--- src/rtl/rv_pkg.sv ---
// Shared definitions for the RV32I pipeline control blocks: opcodes,
// branch-controller state encoding and 2-bit predictor counter helpers.
package rv_pkg;

  localparam logic [6:0] OP_BRANCH = 7'b1100011;
  localparam logic [6:0] OP_JAL    = 7'b1101111;

  typedef enum logic {
    IDLE,
    FLUSH
  } ctrl_state_e;

  localparam logic [1:0] CTR_SNT = 2'b00;
  localparam logic [1:0] CTR_WNT = 2'b01;
  localparam logic [1:0] CTR_WT  = 2'b10;
  localparam logic [1:0] CTR_ST  = 2'b11;

  // Saturating 2-bit counter step: taken moves toward ST, not-taken toward SNT.
  function automatic logic [1:0] ctr_update(input logic [1:0] ctr, input logic taken);
    logic [1:0] nxt;
    nxt = ctr;
    if (taken && ctr != CTR_ST) nxt = ctr + 2'd1;
    else if (!taken && ctr != CTR_SNT) nxt = ctr - 2'd1;
    return nxt;
  endfunction

endpackage

--- src/rtl/bht_2bit.sv ---
// Branch history table of 2-bit saturating counters, untagged.
// One combinational read port, one registered read-modify-write update port.
// A same-cycle read of an entry being updated sees the pre-update value.
module bht_2bit
  import rv_pkg::*;
#(
  parameter int ENTRIES = 16,
  parameter int IDX_W   = $clog2(ENTRIES)
) (
  input  logic             clk,
  input  logic             rst,
  input  logic [IDX_W-1:0] rd_idx,
  output logic [1:0]       rd_ctr,
  input  logic             wr_en,
  input  logic [IDX_W-1:0] wr_idx,
  input  logic             wr_taken
);

  logic [1:0] ctr_q [ENTRIES];

  assign rd_ctr = ctr_q[rd_idx];

  // Counter array: reset to weakly not-taken, saturating update on resolve.
  // NOTE: this array is reset explicitly because predictions are architecturally
  // defined right after reset; a plain storage RAM would normally not be.
  always_ff @(posedge clk or negedge rst) begin
    if (!rst) begin
      for (int i = 0; i < ENTRIES; i++) ctr_q[i] <= CTR_WNT;
    end else if (wr_en) begin
      // NOTE: non-blocking so the read port sees the old value for the whole cycle.
      ctr_q[wr_idx] <= ctr_update(ctr_q[wr_idx], wr_taken);
    end
  end

endmodule

--- src/rtl/branch_resolve_ctrl.sv ---
// Dynamic branch prediction and misprediction recovery for the 5-stage pipe.
// Decode gets a direction guess from the BHT; execute resolves branches, trains
// the BHT and, on a miss, redirects fetch and holds the front-end flushes.
module branch_resolve_ctrl
  import rv_pkg::*;
#(
  parameter int XLEN         = 32,
  parameter int BHT_ENTRIES  = 16,
  parameter int FLUSH_CYCLES = 2
) (
  input  logic            clk,
  input  logic            rst,
  input  logic            id_valid,
  input  logic [6:0]      id_op,
  input  logic [XLEN-1:0] id_pc,
  output logic            pred_taken,
  input  logic            ex_valid,
  input  logic            ex_is_branch,
  input  logic [XLEN-1:0] ex_pc,
  input  logic            ex_taken,
  input  logic            ex_pred_taken,
  input  logic [XLEN-1:0] ex_target,
  output logic            redirect_valid,
  output logic [XLEN-1:0] redirect_pc,
  output logic            flush_if_id,
  output logic            flush_id_ex,
  output logic [15:0]     branch_cnt,
  output logic [15:0]     mispred_cnt
);

  localparam int IDX_W = $clog2(BHT_ENTRIES);

  ctrl_state_e state_q;
  logic [2:0]  flush_ctr_q;
  logic        flush_q;
  logic [1:0]  rd_ctr;
  logic        resolve;
  logic        mispredict;
  logic        unused_id_pc;

  // Only word-index bits of the decode PC address the table.
  assign unused_id_pc = ^{id_pc[XLEN-1:IDX_W+2], id_pc[1:0]};

  assign resolve    = ex_valid && ex_is_branch && (state_q == IDLE);
  assign mispredict = resolve && (ex_taken != ex_pred_taken);

  assign flush_if_id = flush_q;
  assign flush_id_ex = flush_q;

  bht_2bit #(
    .ENTRIES (BHT_ENTRIES),
    .IDX_W   (IDX_W)
  ) u_bht (
    .clk      (clk),
    .rst      (rst),
    .rd_idx   (id_pc[IDX_W+1:2]),
    .rd_ctr   (rd_ctr),
    .wr_en    (resolve),
    .wr_idx   (ex_pc[IDX_W+1:2]),
    .wr_taken (ex_taken)
  );

  // Decode-stage prediction: JAL always taken, B-type follows the counter MSB.
  always_comb begin
    // NOTE: default first so every path assigns pred_taken and no latch is inferred.
    pred_taken = 1'b0;
    if (id_valid) begin
      if (id_op == OP_JAL) pred_taken = 1'b1;
      else if (id_op == OP_BRANCH) pred_taken = rd_ctr[1];
    end
  end

  // Recovery FSM with registered redirect, flush and statistics outputs.
  always_ff @(posedge clk or negedge rst) begin
    if (!rst) begin
      state_q        <= IDLE;
      flush_ctr_q    <= 3'd0;
      flush_q        <= 1'b0;
      redirect_valid <= 1'b0;
      redirect_pc    <= '0;
      branch_cnt     <= 16'd0;
      mispred_cnt    <= 16'd0;
    end else begin
      redirect_valid <= 1'b0;
      unique case (state_q)
        IDLE: begin
          if (resolve && branch_cnt != 16'hFFFF) branch_cnt <= branch_cnt + 16'd1;
          if (mispredict) begin
            state_q        <= FLUSH;
            flush_ctr_q    <= 3'(FLUSH_CYCLES);
            flush_q        <= 1'b1;
            redirect_valid <= 1'b1;
            redirect_pc    <= ex_taken ? ex_target : ex_pc + XLEN'(4);
            if (mispred_cnt != 16'hFFFF) mispred_cnt <= mispred_cnt + 16'd1;
          end
        end
        FLUSH: begin
          // Wrong-path execute results are ignored while the flush is held.
          if (flush_ctr_q == 3'd1) begin
            state_q     <= IDLE;
            flush_ctr_q <= 3'd0;
            flush_q     <= 1'b0;
          end else begin
            flush_ctr_q <= flush_ctr_q - 3'd1;
          end
        end
        default: state_q <= IDLE;
      endcase
    end
  end

endmodule

--- config.mk ---
export PLATFORM = sky130hd
export DESIGN_NAME = branch_resolve_ctrl
export DESIGN_NICKNAME = d
export VERILOG_FILES = /design/src/rtl/rv_pkg.sv /design/src/rtl/bht_2bit.sv /design/src/rtl/branch_resolve_ctrl.sv
export SDC_FILE = /design/constraint.sdc
export NUM_CORES = 1
export LEC_CHECK = 0
export CAP_MARGIN = 20
export CORE_MARGIN = 1.5
export CORE_UTILIZATION = 47
export DETAILED_ROUTE_END_ITERATION = 7
export PLACE_DENSITY = 0.93
export REMOVE_ABC_BUFFERS = 1
export SLEW_MARGIN = 20
export SYNTH_ARGS = -nofsm -noshare
export SYNTH_HDL_FRONTEND = slang
export SYNTH_SLANG_ARGS = --single-unit
--- constraint.sdc ---
create_clock -name clk -period 3.3 [get_ports clk]
set_input_delay 0.66 -clock clk [delete_from_list [all_inputs] [get_ports clk]]
set_output_delay 0.66 -clock clk [all_outputs]
set_load 0.01 [all_outputs]
# Word-level counts from Yosys, hierarchy flattened
# Cells that the tools add are included.
[op_classes]
addsub = 6
order_cmp = 3
eq_ne = 9
muxes = 26
bitwise = 3
n_reduce_logical = 13
[ops]
columns = ["operator", "count"]
rows = [
  ["16-bit by 1-bit adder with 16-bit output (second input constant)", 2],
  ["32-bit by 3-bit adder with 32-bit output (second input constant)", 1],
  ["32-bit bitwise mux", 1],
  ["32-bit two-way mux", 1],
  ["16-bit != test (second input constant)", 2],
  ["2-bit binary-select mux with 4-bit select", 2],
  ["2-bit two-way mux", 8],
  ["7-bit == test (second input constant)", 2],
  ["5-bit >= comparator (second input constant)", 2],
  ["4-bit NOT with 5-bit output", 2],
  ["2-bit demux with 4-bit select", 1],
  ["1-bit two-way mux", 8],
  ["1-bit logical AND", 7],
  ["3-bit two-way mux", 2],
  ["3-bit case mux with 2 select lines", 1],
  ["2-bit AND reduction", 3],
  ["5-bit by 1-bit < comparator with 1-bit output (second input constant)", 1],
  ["2-bit != test (second input constant)", 2],
  ["1-bit case mux with 2 select lines", 2],
  ["3-bit by 1-bit == test with 1-bit output (second input constant)", 1],
  ["3-bit AND reduction", 1],
  ["3-bit by 1-bit subtractor with 3-bit output (second input constant)", 1],
  ["2-bit by 1-bit adder with 2-bit output (second input constant)", 1],
  ["2-bit by 1-bit != test with 1-bit output (second input constant)", 1],
  ["other kinds (5)", 5],
]
[word_totals]
reg_bits = 102
inputBits = 110
wordCells = 83

# Depth between registers and ports, before layout
# Gate-level depths: netlist (run 1).
[depth]
word_depth = 10
depth_mapped = 12
depth_no_buf = 11

# Cells and area by module
# Synthesis (run 1) repeated with hierarchy kept, for this count alone.
[unflattened]
hier_cells = 572
hier_area_um2 = 5876.9
[modules_own_cells]
columns = ["mod", "n_inst", "cells_per_inst", "area_each_um2", "seq_area_each_um2"]
rows = [
  ["branch_resolve_ctrl", 1, 415, 3853.7, 1751.7],
  ["bht_2bit", 1, 157, 2023.2, 820.8],
]

# Least setup slack after synthesis (run 1)
# No wires, ideal clock.
[synth_timing]
path_kind = "input-to-reg"
from = "input port ex_pc[2]"
to = "register u_bht.ctr_q[11] (netlist name)"
setup_time_ns = 0.064
t_arrival_ns = 3.398
required_ns = 3.236
path_slack_ns = -0.163
path_stages = 11
cell_sequence = "buf_6 mux4_1 mux2_2 o21ai_0 inv_1 ha_1 mux2i_1 inv_1 a31oi_1 o31a_4 mux2_2"
[synth_between]
elab_chain_len = 10
elab_cells_between_ends = 19
classes_between = "add/sub: 2; order compare: 2; eq/ne: 1; mux: 9; bitwise: 1; reduce/logical: 4"
[synth_lines]
columns = ["element", "line", "text"]
rows = [
  ["start: declaration", "branch_resolve_ctrl.sv:19", "input logic [XLEN-1:0] ex_pc,"],
  ["4-bit NOT with 5-bit output (implied by the code) (*)", "bht_2bit.sv:31", "ctr_q[wr_idx] <= ctr_update(ctr_q[wr_idx], wr_taken);"],
  ["parallel branches: the longest is 8 deep, another holds 2-bit by 1-bit subtractor with 2-bit output", "--", ""],
  ["32-bit bitwise mux (*)", "bht_2bit.sv:31", ""],
  ["end signal: indexed assignment", "bht_2bit.sv:31", ""],
  ["end: declaration", "bht_2bit.sv:19", "logic [1:0] ctr_q [ENTRIES];"],
]
# Every way passes the cells marked *. The select of a mux whose other input is x is not followed.
# A chain may end at the register's enable or synchronous reset.

# Worst setup path in the final report (run 1)
[layout_timing]
from = "input port id_pc[2]"
to = "output port pred_taken"
[layout_between]
elab_chain_len = 7
[layout_lines]
columns = ["element", "line", "text"]
rows = [
  ["start: declaration", "branch_resolve_ctrl.sv:15", "input logic [XLEN-1:0] id_pc,"],
  ["4-bit NOT with 5-bit output (implied by the code)", "bht_2bit.sv:21", "assign rd_ctr = ctr_q[rd_idx];"],
  ["2-bit binary-select mux with 4-bit select", "bht_2bit.sv:21", ""],
  ["2-bit two-way mux (implied by the code) (2 in series)", "bht_2bit.sv:21", ""],
  ["1-bit two-way mux", "branch_resolve_ctrl.sv:69", "else if (id_op == OP_BRANCH) pred_taken = rd_ctr[1];"],
  ["1-bit two-way mux", "branch_resolve_ctrl.sv:68", "if (id_op == OP_JAL) pred_taken = 1'b1;"],
  ["1-bit two-way mux", "branch_resolve_ctrl.sv:67", "if (id_valid) begin"],
  ["end: declaration", "branch_resolve_ctrl.sv:16", "output logic pred_taken,"],
]
# Every way passes these cells. The select of a mux whose other input is x is not followed.

==> metrics, run 1 <==
hold crit path type in -> async; RSZ-0062 raised after global routing false; CP Capture Type primary output; CP top delay family buffers and inverters; Post-Syn Instances 527; CP max stage delay 0.54 ns; Post-synth EDFFs 0; Die Y 113 µm; Synth-to-Final Area Change 36.4%; CP cell instances clkdlybuf4s50_1, buf_4, mux4_2, mux2i_4, mux2i_1, nand2_1, a21oi_1, dlygate4sd2_1; crit path from id_pc[2]; Core ar. 0.0116 mm²; Synthesis Warnings 0; cell count along the critical path 8; Tot Pwr 4.97 mW; Worst-path clk slew 0.06 ns; top-count cell post-synth dfrtp_1; Synth Area in Simple Gates 16.5%; failing checks DRC; outcome finished with violations; Synth area leaders dfrtp_1 38%, mux2_2 8.0%, dfstp_2 7.5%; IO Pins 178; CTS root buf clkbuf_16; Slew Limit Fails 0; Vias 4,698; post-synth top area share 38.2%; Switching Fraction 31.1%; CP Class in -> out; largest net degree at the start of global routing 92; Post-DRT Antenna Nets 0; Final setup viols 0; Fin. Hold Viols 0; setup ws final 0.170 ns; post-detail-place hpwl 11.1 mm; Worst Setup EP pred_taken; Clock Tree Buf Depth 2; register area share after synthesis 45.6%; area leader, netlist dfrtp_1; Routed WL 14.7 mm; DRC errors left 15; Final Core Density 66.5%; power per cell area 647 mW/mm²; Clock Sinks 102; placer congestion estimate 0.872; global route overflow 0; diodes inserted 0; Worst path slowest cell mux4_2; internal cell power 3.42 mW; die footprint 0.0127 mm²; part of the power in combinational logic 37.6%; Layout fillers 884; arrival time worst endpoint 2.47 ns; Pleak 3.21 nW; worst path bufs/invs 3; initial antenna violation count 0; r2r worst-path depth 10; Clock power frac 21.2%; multiplexer area fraction after synthesis 15.8%; GRT Total Usage 24.3%; number of H-tree levels 3; share of layout cells above drive strength 1 16.0%; reg2reg end u_bht.ctr_q[29]; Max Cap Viol 0; Multi-input gate area 0.00293 mm²; max_slew headroom 45.0%; cell row count 39; I/O Buffers 149; Setup TNS 0 ns; largest family of logic cells by synthesized area simple AND/OR/NAND/NOR gates; worst slew pin tran 0.825 ns; cell area after synthesis 0.00564 mm²; critical path required time 2.64 ns; period utilization 94.8%; Post-synth top cells 86 x dfrtp_1, 50 x nand2_1, 45 x nor2_1, 40 x mux2_2, 37 x xnor2_1; Max Freq 0.320 GHz; switching power 1.55 mW; syn avg cell area 10.7 µm²; Synth Area in Adders 2.22%; Async SR Flop Fraction 100%; CP max FO 4; Avg WL per Cell 17.6 µm; First-pass DRT Iterations 8; TritonCTS clock tree done; register area 0.00257 mm²; nets 809; Critical Path Start Type input port; worst r2r src u_bht.ctr_q[13]; via count of the first global-routing pass 4,914; global-route wire length before repair 24.4 mm; Worst R2R Setup Slack 0.50 ns; effective utilization at floorplan 48.7%; compound-gate portion of the synthesized area 8.15%; minimum clock period 3.13 ns; number of CTS-inserted buffers 9; sequential fraction of design power 41.2%; Main synth FF type dfrtp_1; post-synth cell types 50; die width 113 µm; peak supply drop 0.000340 V; vias per cell 5.61; DRT iter0 DRCs 368; Post-Synth XOR/XNOR Area 8.99%; post-placement setup slack -0.498 ns; Clk Latency, worst-skew pair 0.35 ns; Synth Register Bits 102; Clock Skews 0.00876 ns
## sequential cells by signal, summed over array words and instances, names as in the netlist
name	flops
branch_cnt	16
flush_ctr_q	3
flush_id_ex	1
mispred_cnt	16
redirect_pc	32
redirect_valid	1
state_q	1
u_bht.ctr_q	32
## worst min path at each step
stage,end,cells past startpoint,startpoint,slack (ns)
floorplan,branch_cnt[0],0,rst,0.36
global placement,redirect_pc[1],2,redirect_pc[1],0.46
detailed placement,redirect_pc[6],2,redirect_pc[6],0.47
CTS,redirect_pc[6],2,redirect_pc[6],0.49
global route,u_bht.ctr_q[29],1,rst,0.44
finish,u_bht.ctr_q[29],1,rst,0.37
## kinds of logic (layout without fill, tap and decap cells)
| logic type | after synthesis | in the layout |
|---|---|---|
| xor+xnor | 57 | 57 |
| compound gates | 76 | 76 |
| buf+inv | 33 | 200 |
| simple gates | 183 | 183 |
| fa+ha+maj | 10 | 10 |
| mux | 66 | 66 |
| flops | 102 | 102 |
## final cells by class
cell class | instances | share of cell area [%]
Timing Repair Buffer | 173 | 21.7
Tap cell | 143 | 2.33
Multi-Input combinational cell | 392 | 38.2
Sequential cell | 102 | 33.5
Clock buffer | 12 | 3.21
Inverter | 11 | 0.537
Clock inverter | 4 | 0.619
## timing repair
action                                  4_1_cts  5_1_grt
hold buffers                                  0        0
resized for setup                             5        3
endpoints found under the setup margin       31       23
setup buffers                                 0        0
## through the flow
step	instances	area (µm²)	hold WS [ns]
3_3_place_gp	821	7370	0.463
3_5_place_dp	821	7370	0.475
6_report	837	7680	0.371
4_1_cts	837	7680	0.489
5_1_grt	837	7680	0.443
2_1_floorplan	505	5530	0.364
## per-layer routing
metal  vias up  share of wire (%)  wire length (µm)  track usage (%)
met5         -                  0                 0                0
met4         0                2.2               330             9.79
met3        26                5.6               823             4.32
met2       157                 52              7620             42.8
met1      2291                 40              5960             29.8
li1       2224                  -                 -                -
## placed cells by master, fill, tap and decap left out, types with 3 or more instances in the layout
master	netlist	routed
buf_4	2	24
nor2_1	45	45
o21ai_0	21	21
nand4_1	17	17
inv_1	11	11
mux4_2	4	4
a21oi_1	27	27
nand3_1	25	25
and3_1	7	7
mux2i_1	14	13
clkbuf_16	0	9
clkdlybuf4s50_1	0	144
nor3b_1	3	3
dfrtp_1	86	86
nor3_1	6	6
and4_1	6	6
xor2_1	19	19
ha_1	10	10
nand2b_1	4	4
a31oi_1	4	4
xnor2_1	37	36
nand2_1	50	50
o22ai_1	13	13
mux2_2	40	40
and2_1	4	4
dfstp_2	16	16
mux4_1	8	8
## power by group through the flow
stage,registers (mW),logic (mW),clock network [mW]
after floorplan,2.10,0.797,0
final,2.05,1.87,1.05
after global routing,2.10,2.02,1.14
after global placement,2.02,1.77,0
after detailed placement,2.07,1.85,0
after CTS,2.05,1.88,1.08
Note: power is estimated with default switching activity, not from simulation.
==> run 2, diff against run 1 <==
--- a/config.mk
+++ b/config.mk
@@ -7,9 +7,9 @@
 export LEC_CHECK = 0
 export CAP_MARGIN = 20
 export CORE_MARGIN = 1.5
-export CORE_UTILIZATION = 47
+export CORE_UTILIZATION = 48
 export DETAILED_ROUTE_END_ITERATION = 7
-export PLACE_DENSITY = 0.93
+export PLACE_DENSITY = 0.94
 export REMOVE_ABC_BUFFERS = 1
 export SLEW_MARGIN = 20
 export SYNTH_ARGS = -nofsm -noshare
==> constraint.sdc (replaced) <==
create_clock -name clk -period 3.9 [get_ports clk]
set_input_delay 0.78 -clock clk [delete_from_list [all_inputs] [get_ports clk]]
set_output_delay 0.78 -clock clk [all_outputs]
set_load 0.01 [all_outputs]
==> metrics, run 2 (synthesis results as in run 1) <==
most frequent cells in the layout 147 x clkdlybuf4s50_1, 86 x dfrtp_1, 50 x nand2_1; I/O Buffers 149; Clock Skews 0.0102 ns; Avg WL per Cell 18.3 µm; nets 800; DRC errors left 0; setup bufs post-CTS 0; largest net degree at the start of global routing 48; Synth-to-Final Area Change 35.4%; Clock Sinks 102; minimum clock period 3.69 ns; Final Core Density 66.8%; power per cell area 556 mW/mm²; Clock Tree Buf Depth 2; CP Class in -> reg; IO Pins 178; GRT Total Usage 24.6%; Post-DRT Antenna Nets 0; hold crit path type in -> async; max_slew headroom 51.5%; RSZ-0062 raised after global routing false; Fin. Hold Viols 0; via count of the first global-routing pass 4,978; CP Capture Type flip-flop; Slew Limit Fails 0; Pleak 3.16 nW; die width 111 µm; cell row count 39; Routed WL 15.2 mm; share of layout cells above drive strength 1 14.6%; CP max FO 13; DRT iter0 DRCs 407; global-route wire length before repair 24.7 mm; outcome finished clean; Die Y 111 µm; Max Cap Viol 0; Max Freq 0.271 GHz; vias per cell 5.80; arrival time worst endpoint 3.97 ns; peak supply drop 0.000320 V; effective utilization at floorplan 49.4%; Final Cell Area 0.00763 mm²; placer congestion estimate 0.940; number of H-tree levels 3; Vias 4,799; die footprint 0.0124 mm²; Worst-path clk slew 0.07 ns; global route overflow 0; CTS root buf clkbuf_16; number of CTS-inserted buffers 9; TritonCTS clock tree done; dpl cell area 0.00732 mm²; critical path required time 4.18 ns; initial antenna violation count 0; worst slew pin tran 0.727 ns; Tot Pwr 4.24 mW; diodes inserted 0; Core ar. 0.0114 mm²; period utilization 94.6%; Setup TNS 0 ns; Largest regs redirect_pc x32, u_bht.ctr_q x32; Clk Latency, worst-skew pair 0.34 ns; First-pass DRT Iterations 5; post-cts resize count 0; hold_ws 0.394 ns; Critical Path Start Type input port; most common cell after layout, fill and taps aside clkdlybuf4s50_1; hold buffers post-CTS 0; post-detail-place hpwl 11.2 mm; Final setup viols 0
run 2: path summary, 6_finish.rpt:
check / from / to / slack, ns / cells after the start
max in group asynchronous: rst / u_bht.ctr_q[28] / 2.62 / 2
min reg2reg: redirect_pc[3] / redirect_pc[3] / 0.49 / 2
min: rst / u_bht.ctr_q[23] / 0.39 / 1
min in group clk: redirect_pc[3] / redirect_pc[3] / 0.49 / 2
max reg2reg: u_bht.ctr_q[27] / u_bht.ctr_q[9] / 0.98 / 10
max: ex_pc[2] / u_bht.ctr_q[9] / 0.21 / 12
run 2: metal layers:
layer	track usage, %	part of all wire [%]
met4	9.03	2.3
met5	0	0
met1	30.8	40
met2	43.4	52
met3	3.65	5.9
run 2: stage by stage:
step           setup WS [ns]  std cells
4_1_cts                0.223        828
5_1_grt                0.148        828
6_report               0.210        828
3_3_place_gp           0.133        812
3_5_place_dp         -0.0980        812
2_1_floorplan          0.457        505
run 2: cell type report:
type / instances / area [µm²]
Timing Repair Buffer: 164 / 1610
Clock inverter: 6 / 86.3
Inverter: 11 / 41.3
Multi-Input combinational cell: 392 / 2910
Fill cell: 836 / 3790
Sequential cell: 102 / 2570
Clock buffer: 10 / 229
Tap cell: 143 / 179
run 2: critical path, cell delays in order:
cell             delay (ns)
clkdlybuf4s50_1        0.51
buf_12                 0.16
mux4_1                 0.57
mux2_2                 0.31
o21ai_0                0.30
inv_1                  0.09
ha_1                   0.21
mux2i_1                0.18
inv_1                  0.11
a31oi_1                0.32
o31a_4                 0.25
mux2_2                 0.16
run 2: power breakdown:
part	switching (mW)	leakage [nW]	internal [mW]	total [mW]
clock	0.399	0.152	0.562	0.961
combinational	0.665	1.75	0.894	1.56
sequential	0.259	1.26	1.47	1.72
total	1.32	3.16	2.92	4.24
==> run 3, diff against run 2 <==
--- a/config.mk
+++ b/config.mk
@@ -5,11 +5,12 @@
 export SDC_FILE = /design/constraint.sdc
 export NUM_CORES = 1
 export LEC_CHECK = 0
+export ABC_AREA = 1
 export CAP_MARGIN = 20
 export CORE_MARGIN = 1.5
 export CORE_UTILIZATION = 48
 export DETAILED_ROUTE_END_ITERATION = 7
-export PLACE_DENSITY = 0.94
+export PLACE_DENSITY = 0.92
 export REMOVE_ABC_BUFFERS = 1
 export SLEW_MARGIN = 20
 export SYNTH_ARGS = -nofsm -noshare
==> metrics, run 3 <==
Post-Syn Instances 903; Largest regs redirect_pc x32, u_bht.ctr_q x32; post-cts resize count 0; most common cell after layout, fill and taps aside nand2_1; Switching Fraction 35.7%; CP Class in -> out; Vias 6,436; TritonCTS clock tree done; CTS root buf clkbuf_16; power per cell area 493 mW/mm²; post-detail-place hpwl 13.5 mm; Clock power frac 20.8%; cell row count 42; Final Core Density 63.5%; DRC errors left 0; number of H-tree levels 3; worst path bufs/invs 3; CP max FO 13; effective utilization at floorplan 49.3%; Synthesis Warnings 0; cell area after synthesis 0.00656 mm²; Clock Skews 0.00614 ns; Post-synth EDFFs 0; critical path required time 3.12 ns; Final setup viols 0; Synth-to-Final Area Change 28.8%; Post-DRT Antenna Nets 0; Die Y 120 µm; nets 1,167; worst slew pin tran 0.690 ns; global-route wire length before repair 30.0 mm; switching power 1.49 mW; Async SR Flop Fraction 100%; Clock Sinks 102; diodes inserted 0; fin cells 1,228; Main synth FF type dfrtp_1; IO Pins 178; max_slew headroom 53.9%; post-synth cell types 45; Cells after DPL 1,212; Pleak 3.79 nW; CP cell instances clkdlybuf4s50_1, inv_1, a21oi_1, o21ai_0, nand3_1, nand3b_1, nand2_1, nand2_1, a21oi_1, clkdlybuf4s50_1; Clk Latency, worst-skew pair 0.36 ns; Slew Limit Fails 0; hold_ws 0.452 ns; Critical Path Start Type input port; CP max stage delay 0.72 ns; First-pass DRT Iterations 8; global route overflow 0; register area share after synthesis 39.2%; initial antenna violation count 0; I/O Buffers 149; area leader, netlist dfrtp_1; minimum clock period 3.66 ns; Fin. Hold Viols 0; Worst-path clk slew 0.07 ns; number of CTS-inserted buffers 9; vias per cell 5.24; Avg WL per Cell 14.7 µm; GRT Total Usage 26.1%; via count of the first global-routing pass 6,058; setup bufs post-CTS 0; Clock Tree Buf Depth 2; Max Cap Viol 0; internal cell power 2.68 mW; peak supply drop 0.000259 V; period utilization 93.8%; Post-synth top cells 264 x nand2_1, 99 x nor2_1, 93 x inv_1, 86 x dfrtp_1, 70 x nand3_1; syn avg cell area 7.26 µm²; sequential fraction of design power 41.1%; Routed WL 18.1 mm; outcome finished clean; share of layout cells above drive strength 1 9.98%; Synth area leaders dfrtp_1 33%, nand2_1 15%, dfstp_2 6.4%; post-synth top area share 32.8%; hold buffers post-CTS 0; Worst path slowest cell clkdlybuf4s50_1; DRT iter0 DRCs 588; hold crit path type in -> async; top-count cell post-synth nand2_1; Tot Pwr 4.17 mW; Synth Register Bits 102; most frequent cells in the layout 264 x nand2_1, 148 x clkdlybuf4s50_1, 99 x nor2_1; arrival time worst endpoint 2.88 ns; die footprint 0.0144 mm²; RSZ-0062 raised after global routing false; placer congestion estimate 0.922; CP Capture Type primary output; largest net degree at the start of global routing 55; die width 120 µm; Core ar. 0.0133 mm²; Setup TNS 0 ns; part of the power in combinational logic 38.1%; Max Freq 0.273 GHz; CP top delay family buffers and inverters
run 3: area by class of cell:
| cell class | count | area, µm² |
|---|---|---|
| Fill cell | 1136 | 4850 |
| Multi-Input combinational cell | 674 | 3420 |
| Sequential cell | 102 | 2570 |
| Timing Repair Buffer | 158 | 1570 |
| Inverter | 102 | 392 |
| Clock buffer | 11 | 233 |
| Tap cell | 176 | 220 |
| Clock inverter | 5 | 42.5 |
run 3: cell families (layout without fill, tap and decap cells):
kind of cell,after synthesis,count (layout),synth area share (%)
and+or+nand+nor,527,527,36.8
buffers and inverters,127,276,8.63
DFF,102,102,39.2
AOI/OAI and AO/OA,98,98,8.24
xor gates and xnor gates,39,39,5.21
adders and majority gates,10,10,1.91
run 3: stage by stage:
| step | area [µm²] | worst slack [ns] |
|---|---|---|
| floorplan | 6380 | 1.50 |
| global placement | 8170 | 0.334 |
| detailed placement | 8170 | 0.250 |
| CTS | 8450 | 0.242 |
| global route | 8450 | 0.0140 |
| finish | 8450 | 0.241 |
run 3: worst reg2reg max path: cells and delay by family, from the launching register on:
| family | cells | cell delay (ns) |
|---|---|---|
| buffers and inverters | 1 | 0.07 |
| AO/OA/AOI/OAI | 1 | 0.12 |
| adder cells (fa/ha/maj) | 1 | 0.28 |
| AND/OR/NAND/NOR | 9 | 1.19 |
| flip-flops | 1 | 0.53 |
run 3: path summary, 6_finish.rpt:
path,startpoint,end,slack (ns),cells past startpoint
hold / removal,rst,branch_cnt[9],0.45,1
max in group asynchronous,rst,mispred_cnt[12],2.60,2
setup reg to reg,u_bht.ctr_q[14],u_bht.ctr_q[1],1.60,12
hold reg to reg,u_bht.ctr_q[4],u_bht.ctr_q[4],0.47,2
setup / recovery,id_pc[2],pred_taken,0.24,10
min in group clk,u_bht.ctr_q[4],u_bht.ctr_q[4],0.47,2
run 3: power by group through the flow:
stage / logic, mW / registers, mW / clock network (mW)
after floorplan: 0.679 / 1.79 / 0
after global placement: 1.54 / 1.71 / 0
after detailed placement: 1.59 / 1.73 / 0
after CTS: 1.60 / 1.71 / 0.889
after global routing: 1.76 / 1.76 / 0.927
final: 1.59 / 1.71 / 0.867
run 3: layer usage:
layer,routed length (µm),GRT usage (%)
met1,7560,34.6
met2,8730,43.9
met3,1410,4.23
met4,362,8.33
met5,0,0
